[config.mk]
export PLATFORM = sky130hd
export DESIGN_NAME = tpu_operand_loader
export DESIGN_NICKNAME = d
export VERILOG_FILES = /design/src/rtl/tpu_pkg.sv /design/src/rtl/tpu_skew_sel.sv /design/src/rtl/tpu_operand_loader.sv
export SDC_FILE = /design/constraint.sdc
export NUM_CORES = 1
export LEC_CHECK = 0
export CAP_MARGIN = 20
export CORE_ASPECT_RATIO = 0.9
export CORE_UTILIZATION = 45
export CTS_CLUSTER_DIAMETER = 200
export DETAILED_ROUTE_END_ITERATION = 16
export PLACE_DENSITY_LB_ADDON = 0.3
export REMOVE_ABC_BUFFERS = 1
export SETUP_SLACK_MARGIN = 0.1
export SLEW_MARGIN = 5
export SYNTH_ARGS = -nofsm -noshare
export SYNTH_HDL_FRONTEND = slang
export SYNTH_HIERARCHICAL = 1
export SYNTH_SLANG_ARGS = --single-unit
[constraint.sdc]
create_clock -name clk -period 3.95 [get_ports clk]
set_clock_uncertainty 0.05 [all_clocks]
set_input_delay 0.79 -clock clk [delete_from_list [all_inputs] [get_ports clk]]
set_output_delay 0.79 -clock clk [all_outputs]
set_load 0.02 [all_outputs]
[src/rtl/tpu_pkg.sv]
// Shared definitions for the tinytpu operand loader: default sizes, FSM states, feed length.
// Latency: n/a (package only).
// Backpressure: n/a (package only).
// Ports: none.
package tpu_pkg;

  localparam int DEF_DATA_W = 8;
  localparam int DEF_N      = 2;

  // Skewed feed of an NxN product: last operand pair enters at t = 2N-2,
  // then N-1 further cycles drain it through the array.
  localparam int FEED_CYCLES = 3 * DEF_N - 2;

  typedef enum logic [2:0] {
    LOAD_A = 3'd0,
    LOAD_B = 3'd1,
    CLR    = 3'd2,
    FEED   = 3'd3,
    DONE   = 3'd4
  } state_t;

  function automatic int feed_cycles(input int n);
    return 3 * n - 2;
  endfunction

endpackage

[src/rtl/tpu_skew_sel.sv]
// Combinational lane selector producing the diagonally skewed operand lanes for one feed cycle.
// Latency: 0 cycles (pure combinational).
// Backpressure: none; the caller decides when the lanes are used.
// Ports: mat_i   - NxN matrix, element (r,c) at [(r*N+c)*DATA_W +: DATA_W]
//        t_i     - feed cycle index
//        col_mode_i - 0: lane l = mat[l][t-l] (A rows), 1: lane l = mat[t-l][l] (B columns)
//        lanes_o - N lanes, lane l at [l*DATA_W +: DATA_W]; out-of-window lanes are 0
module tpu_skew_sel
  import tpu_pkg::*;
#(
  parameter int DATA_W = DEF_DATA_W,
  parameter int N      = DEF_N,
  parameter int TW     = 3
) (
  input  logic [N*N*DATA_W-1:0] mat_i,
  input  logic [TW-1:0]         t_i,
  input  logic                  col_mode_i,
  output logic [N*DATA_W-1:0]   lanes_o
);

  // Lane l carries element k of its row/column when t == l + k; loop indices
  // are constants so each lane reduces to an N-way mux keyed on t.
  always_comb begin
    lanes_o = '0;
    for (int l = 0; l < N; l++) begin
      for (int k = 0; k < N; k++) begin
        if (int'(t_i) == l + k) begin
          if (col_mode_i) begin
            lanes_o[l*DATA_W +: DATA_W] = mat_i[(k*N+l)*DATA_W +: DATA_W];
          end else begin
            lanes_o[l*DATA_W +: DATA_W] = mat_i[(l*N+k)*DATA_W +: DATA_W];
          end
        end
      end
    end
  end

endmodule

[src/rtl/tpu_operand_loader.sv]
// Loads matrices A then B from a byte stream and replays them skewed into the systolic MAC array.
// Latency: load N*N*2 accepted bytes, 1 clear cycle, 3N-2 feed cycles, 1 done cycle; outputs registered.
// Backpressure: in_ready is high only while loading; bytes offered in any other state are ignored.
// Ports: clk/rst (async active-high), in_data/in_valid/in_ready byte input,
//        arr_clr accumulator clear pulse, arr_en feed strobe, a_out/b_out skewed lanes,
//        done one-cycle completion pulse.
module tpu_operand_loader
  import tpu_pkg::*;
#(
  parameter int DATA_W = DEF_DATA_W,
  parameter int N      = DEF_N
) (
  input  logic                clk,
  input  logic                rst,
  input  logic [DATA_W-1:0]   in_data,
  input  logic                in_valid,
  output logic                in_ready,
  output logic                arr_clr,
  output logic                arr_en,
  output logic [N*DATA_W-1:0] a_out,
  output logic [N*DATA_W-1:0] b_out,
  output logic                done
);

  localparam int ELEMS    = N * N;
  localparam int FEED_LEN = feed_cycles(N);
  localparam int BW       = $clog2(ELEMS) + 1;
  localparam int TW       = $clog2(FEED_LEN) + 1;

  localparam logic [BW-1:0] LAST_BYTE = BW'(ELEMS - 1);
  localparam logic [TW-1:0] LAST_T    = TW'(FEED_LEN - 1);

  state_t                   state_q, state_d;
  logic [BW-1:0]            byte_cnt_q, byte_cnt_d;
  logic [TW-1:0]            t_cnt_q, t_cnt_d;
  logic [ELEMS*DATA_W-1:0]  mat_a_q, mat_b_q;
  logic                     arr_clr_q, arr_en_q, done_q;
  logic [N*DATA_W-1:0]      a_out_q, b_out_q;
  logic [N*DATA_W-1:0]      lanes_a, lanes_b;
  logic                     xfer;

  assign in_ready = (state_q == LOAD_A) || (state_q == LOAD_B);
  assign xfer     = in_valid && in_ready;

  assign arr_clr = arr_clr_q;
  assign arr_en  = arr_en_q;
  assign done    = done_q;
  assign a_out   = a_out_q;
  assign b_out   = b_out_q;

  always_comb begin
    state_d    = state_q;
    byte_cnt_d = byte_cnt_q;
    t_cnt_d    = t_cnt_q;
    unique case (state_q)
      LOAD_A, LOAD_B: begin
        if (xfer) begin
          if (byte_cnt_q == LAST_BYTE) begin
            byte_cnt_d = '0;
            state_d    = (state_q == LOAD_A) ? LOAD_B : CLR;
          end else begin
            byte_cnt_d = byte_cnt_q + 1'b1;
          end
        end
      end
      CLR: begin
        state_d = FEED;
        t_cnt_d = '0;
      end
      FEED: begin
        if (t_cnt_q == LAST_T) begin
          state_d = DONE;
          t_cnt_d = '0;
        end else begin
          t_cnt_d = t_cnt_q + 1'b1;
        end
      end
      DONE:    state_d = LOAD_A;
      default: state_d = LOAD_A;
    endcase
  end

  // Lanes are selected for the upcoming cycle (t_cnt_d) so the registered
  // outputs line up with the FSM state they describe.
  tpu_skew_sel #(.DATA_W(DATA_W), .N(N), .TW(TW)) u_skew_a (
    .mat_i      (mat_a_q),
    .t_i        (t_cnt_d),
    .col_mode_i (1'b0),
    .lanes_o    (lanes_a)
  );

  tpu_skew_sel #(.DATA_W(DATA_W), .N(N), .TW(TW)) u_skew_b (
    .mat_i      (mat_b_q),
    .t_i        (t_cnt_d),
    .col_mode_i (1'b1),
    .lanes_o    (lanes_b)
  );

  always_ff @(posedge clk or posedge rst) begin
    if (rst) begin
      state_q    <= LOAD_A;
      byte_cnt_q <= '0;
      t_cnt_q    <= '0;
      mat_a_q    <= '0;
      mat_b_q    <= '0;
      arr_clr_q  <= 1'b0;
      arr_en_q   <= 1'b0;
      done_q     <= 1'b0;
      a_out_q    <= '0;
      b_out_q    <= '0;
    end else begin
      state_q    <= state_d;
      byte_cnt_q <= byte_cnt_d;
      t_cnt_q    <= t_cnt_d;
      for (int e = 0; e < ELEMS; e++) begin
        if (xfer && byte_cnt_q == BW'(e)) begin
          if (state_q == LOAD_A) mat_a_q[e*DATA_W +: DATA_W] <= in_data;
          if (state_q == LOAD_B) mat_b_q[e*DATA_W +: DATA_W] <= in_data;
        end
      end
      arr_clr_q <= (state_d == CLR);
      arr_en_q  <= (state_d == FEED);
      done_q    <= (state_d == DONE);
      a_out_q   <= (state_d == FEED) ? lanes_a : '0;
      b_out_q   <= (state_d == FEED) ? lanes_b : '0;
    end
  end

endmodule

# Word level (Yosys, flattened, before mapping)
# Cells that the tools add are included.
[word_totals] ff_bits=108 wordCells=67
[op_classes] n_eq_ne=12 reduce_logical=19 addsub=2 mux=18
[op_table] operator="$mux W8" n=8
[op_table] operator="$mux W16" n=2
[op_table] operator="$eq A3 B2 Y1 const B" n=8
[op_table] operator="$reduce_and A2 Y1" n=9
[op_table] operator="$mux W3" n=5
[op_table] operator="$logic_not A3 Y1" n=3
[op_table] operator="$pmux W3 S3" n=1
[op_table] operator="$add A3 B1 Y3 const B" n=2
[op_table] operator="$eq A3 B1 Y1 const B" n=2
[op_table] operator="$eq A3 B3 Y1 const B" n=2
[op_table] operator="$pmux W3 S2" n=1
[op_table] operator="$logic_and A1 B1 Y1" n=5
[op_table] operator="$mux W2" n=1
[op_table] operator="$reduce_or A2 Y1" n=1
[op_table] operator="$logic_or A1 B1 Y1" n=1

# Longest topological paths before layout
[logic_depth] depth_word=7 ltp_mapped=9

# Cells and area by module
# The synthesis kept the hierarchy.
[by_module_without_submodules] module="tpu_operand_loader" n_inst=1 area_per_inst_um2=4154.0 cells_each=264 seq_area_each_um2=2702.6
[by_module_without_submodules] module="tpu_skew_sel" n_inst=2 area_per_inst_um2=350.3 cells_each=39 seq_area_each_um2=0.0

# Least setup slack after synthesis
# No wires, ideal clock.
[synth_path] path_kind="flip-flop to flip-flop" from="reg t_cnt_q[0]" to="reg a_out_q[5] (netlist: a_out[5])" setup_time_ns=0.066 t_arrival_ns=2.087 setup_slack_ns=1.747 stages_incl_launch_ff=9 path_cell_list="dfrtp_1 ha_1 nor2b_1 o31ai_1 or3b_1 buf_2 buf_6 o2bb2ai_1 and2_1"
[synth_between] elab_chain_len=7 elab_cells_between_ends=12 classes_between="add/sub: 1; eq/ne: 3; mux: 7; reduce/logical: 1"
[synth_lines] element="start: declaration" line="tpu_operand_loader.sv:35" rtl="logic [TW-1:0] t_cnt_q, t_cnt_d;"
[synth_lines] element="start signal: assignment" line="tpu_operand_loader.sv:114" rtl="t_cnt_q <= t_cnt_d;"
[synth_lines] element="$add A3 B1 Y3 / $eq A3 B2 Y1 (equally long branches)" line="tpu_operand_loader.sv:75, tpu_operand_loader.sv:71"
[synth_lines] element="$mux W3" line="tpu_operand_loader.sv:71" rtl="if (t_cnt_q == LAST_T) begin"
[synth_lines] element="$pmux W3 S2 *" line="tpu_operand_loader.sv:55" rtl="unique case (state_q)"
[synth_lines] element="net t_cnt_d[0]" line="tpu_operand_loader.sv:35"
[synth_lines] element="$logic_not A3 Y1" line="tpu_skew_sel.sv:27" rtl="if (int'(t_i) == l + k) begin"
[synth_lines] element="$mux W8" line="tpu_skew_sel.sv:27"
[synth_lines] element="$mux W8 *" line="tpu_skew_sel.sv:27"
[synth_lines] element="net lanes_a[5]" line="tpu_operand_loader.sv:39" rtl="logic [N*DATA_W-1:0] lanes_a, lanes_b;"
[synth_lines] element="$mux W16 *" line="tpu_operand_loader.sv:124" rtl="a_out_q <= (state_d == FEED) ? lanes_a : '0;"
[synth_lines] element="end signal: assignment" line="tpu_operand_loader.sv:124"
[synth_lines] element="end: declaration" line="tpu_operand_loader.sv:38" rtl="logic [N*DATA_W-1:0] a_out_q, b_out_q;"
# The timed path passes the listed nets; every way through them passes the cells marked *.
# A chain may end at the register's enable or synchronous reset.

# Worst setup path in the final report
[layout_path] from="reg state_q[0]" to="reg a_out_q[9] (netlist: a_out[9])"
[layout_between] elab_cells_between_ends=19 classes_between="eq/ne: 6; mux: 9; reduce/logical: 4"
[layout_lines] element="start: declaration" line="tpu_operand_loader.sv:33" rtl="state_t state_q, state_d;"
[layout_lines] element="start signal: assignment" line="tpu_operand_loader.sv:112" rtl="state_q <= state_d;"
[layout_lines] element="$eq A3 B2 Y1" line="tpu_operand_loader.sv:55"
[layout_lines] element="$pmux W3 S2 *" line="tpu_operand_loader.sv:55"
[layout_lines] element="net t_cnt_d[0]" line="tpu_operand_loader.sv:35"
[layout_lines] element="$eq A3 B2 Y1" line="tpu_skew_sel.sv:27"
[layout_lines] element="$mux W8" line="tpu_skew_sel.sv:27"
[layout_lines] element="$mux W8 *" line="tpu_skew_sel.sv:27"
[layout_lines] element="net lanes_a[9]" line="tpu_operand_loader.sv:39"
[layout_lines] element="$mux W16 *" line="tpu_operand_loader.sv:124"
# Marked as above.

==> qor.txt <==
Post-Synthesis Cell Area - 0.004855 mm2
Drt first pass iters - 10
First-pass GRT wire length - 15.06 mm
Max IR drop VDD - 0.3308 mV
Die footprint - 0.01121 mm2
Vias in the first global route - 2790
CTS Sinks - 108
Wirelength, routed - 9.089 mm
Cell Pwr Density - 812.5 mW/mm2
Dominant synthesized flop cell - dfrtp_1
Initial antenna violation count - 0
Final nets - 404
Max Clock Freq - 0.3652 GHz
Layout fillers - 890
RePlAce Congestion - 0.7409
Hold Crit Class - reg -> reg
Final setup violation count - 0
Setup TNS - 0 ns
Min cycle time layout - 2.738 ns
H-tree depth - 3
Worst-Margin Slew - 0.7526 ns
Setup ws final - 1.212 ns
Worst relative slew slack - 49.40%
Run status - complete, but fails checks
Worst Path Required - 4.17 ns
Worst setup SP type - flop
Avg WL per Cell - 17.41 um
Dpl hpwl - 5.918 mm
Leak pwr - 2.594 nW
Fraction of registers with async set/reset - 100.0%
Die X - 111.5 um
Reg clk slew, reported paths - 0.07 ns
End point of the critical path - a_out[9]
Worst-path fanout max - 16
Yosys reg bits - 108
Critical Path Source - state_q[0]
CTS tree - done
IO buf count - 46
Vias per Instance - 5.347
Post-synth cell types - 38
Die Y - 100.5 um
Initial Util - 46.78%
Initial drt markers - 112
Postcts setup bufs - 0
Drt drc - 6
Reg-to-reg startpoint - state_q[0]
RSZ-0062 raised after global routing - no
GRT overflow - 0
Antenna Nets Post-Route - 0
R2r setup slk - 1.21 ns
Via count - 2791
Reg2Reg Capture Point - a_out[9]
Core ar. - 0.01038 mm2
Syn_area_per_cell - 14.19 um2
Layout cells sized above 1 - 24.68%
Path depth of the worst reg2reg path - 5
Worst setup EP type - flop
Layout area overhead - 17.50%
Io pins - 47
Post-synth EDFFs - 0
Post-route insts no fill - 522
Failing checks - DRC
Area of the multi-input gates - 0.001989 mm2
Number of synthesis warnings - 6
N_diodes - 0
Sequential fraction of the synthesis area - 55.67%
Final count of hold timing violations - 0
Post-Route Utilization - 54.96%
Post-CTS sizing - 0
Worst Path Arrival - 2.96 ns
Clk Latency, worst-skew pair - 0.34 ns
Post-CTS Hold Buffers - 0
Most frequent cells in the layout - dfrtp_1, mux2_2, clkdlybuf4s50_1
Most common cell after layout, fill and taps aside - dfrtp_1
Clock Root Buffer - clkbuf_16
WS Path Type - reg -> reg
Clock Path Buffers - 2
Dpl cells - 506
Maximum number of pins on one net before global-route repair - 48
Tcrit/Tclk final - 69.31%
GRT Util Overall - 17.50%
TritonCTS buffer count - 9
Maxcap violations - 0
Synth Instances - 342
Site Rows - 35
Final Slew Violations - 0
Seq. cell area - 0.002703 mm2
Setup WS pre-CTS - 1.213 ns
-- worst min path at each step --
stage	startpoint	endpoint	slack [ns]	cells after the start
after floorplan	mat_b_q[24]	mat_b_q[24]	0.43	1
final	mat_a_q[29]	mat_a_q[29]	0.46	1
after detailed placement	mat_b_q[30]	mat_b_q[30]	0.45	1
after global placement	mat_b_q[24]	mat_b_q[24]	0.44	1
after CTS	mat_b_q[30]	mat_b_q[30]	0.46	1
after global routing	mat_b_q[30]	mat_b_q[30]	0.47	1
-- flip-flops by register name, indices dropped and copies added (netlist names) --
signal and count:
mat_a_q 32, mat_b_q 32, a_out 16, b_out 16
byte_cnt_q 3, state_q 3, t_cnt_q 3, arr_clr 1
arr_en 1, done 1
-- final cells by class --
type	count	area share, %
inverter	6	0.4387
clock buffer	10	4.190
sequential	108	47.38
clock inverter	6	1.206
multi-input combinational	211	34.88
tap	129	2.830
timing repair buffer	52	9.081
-- power by group --
| group | switching [W] | total [W] | internal (W) |
|---|---|---|---|
| registers | 0.000293 | 0.00187 | 0.00157 |
| clock network | 0.000405 | 0.000920 | 0.000515 |
| logic | 0.000895 | 0.00185 | 0.000953 |
| total | 0.00159 | 0.00463 | 0.00304 |
-- per-layer routing --
metal	vias up	GRT usage, %	part of all wire, %
met2	46	27.64	47
met3	2	3.668	3.2
li1	1318	-	-
met4	0	4.054	0.39
met1	1425	24.97	49
met5	-	0	0
-- worst max-delay path, cell delays in order, from the launching register on --
cell       delay (ns)
dfrtp_1          0.60
nand3b_1         0.20
o31ai_1          0.66
or3b_1           0.71
o2bb2ai_1        0.29
and2_1           0.16
-- cell usage after synthesis, types with 3 or more instances --
cell type / n / share of area [%]
o2bb2ai_1: 32 / 5.8
mux2_4: 18 / 5.6
mux2i_1: 32 / 6.6
and2_1: 32 / 4.1
nand3_1: 3 / 0.31
nor3_1: 3 / 0.31
nor2b_1: 3 / 0.39
nand2_1: 4 / 0.31
inv_1: 5 / 0.39
dfrtp_1: 108 / 56
ha_1: 5 / 1.3
buf_6: 8 / 1.9
buf_2: 5 / 0.52
mux2_2: 46 / 11
-- through the flow --
stage / cell area, um2 / power [W] / hold slack [ns]
2_1_floorplan: 4715 / 0.003066 / 0.4300
3_5_place_dp: 5396 / 0.003739 / 0.4463
4_1_cts: 5704 / 0.004673 / 0.4618
6_report: 5704 / 0.004635 / 0.4594
3_3_place_gp: 5396 / 0.003676 / 0.4387
5_1_grt: 5704 / 0.004924 / 0.4671
-- cell families (layout without fill, tap and decap cells) --
group	after synthesis	after routing	synth area share (%)
DFF	108	108	55.67
muxes	96	96	22.84
and+or+nand+nor	69	69	9.974
AOI/OAI and AO/OA	39	39	6.727
buffers and inverters	23	74	3.350
adders and majority gates	5	5	1.289
other	2	2	0.1547
(Power assumes the default switching activity.)
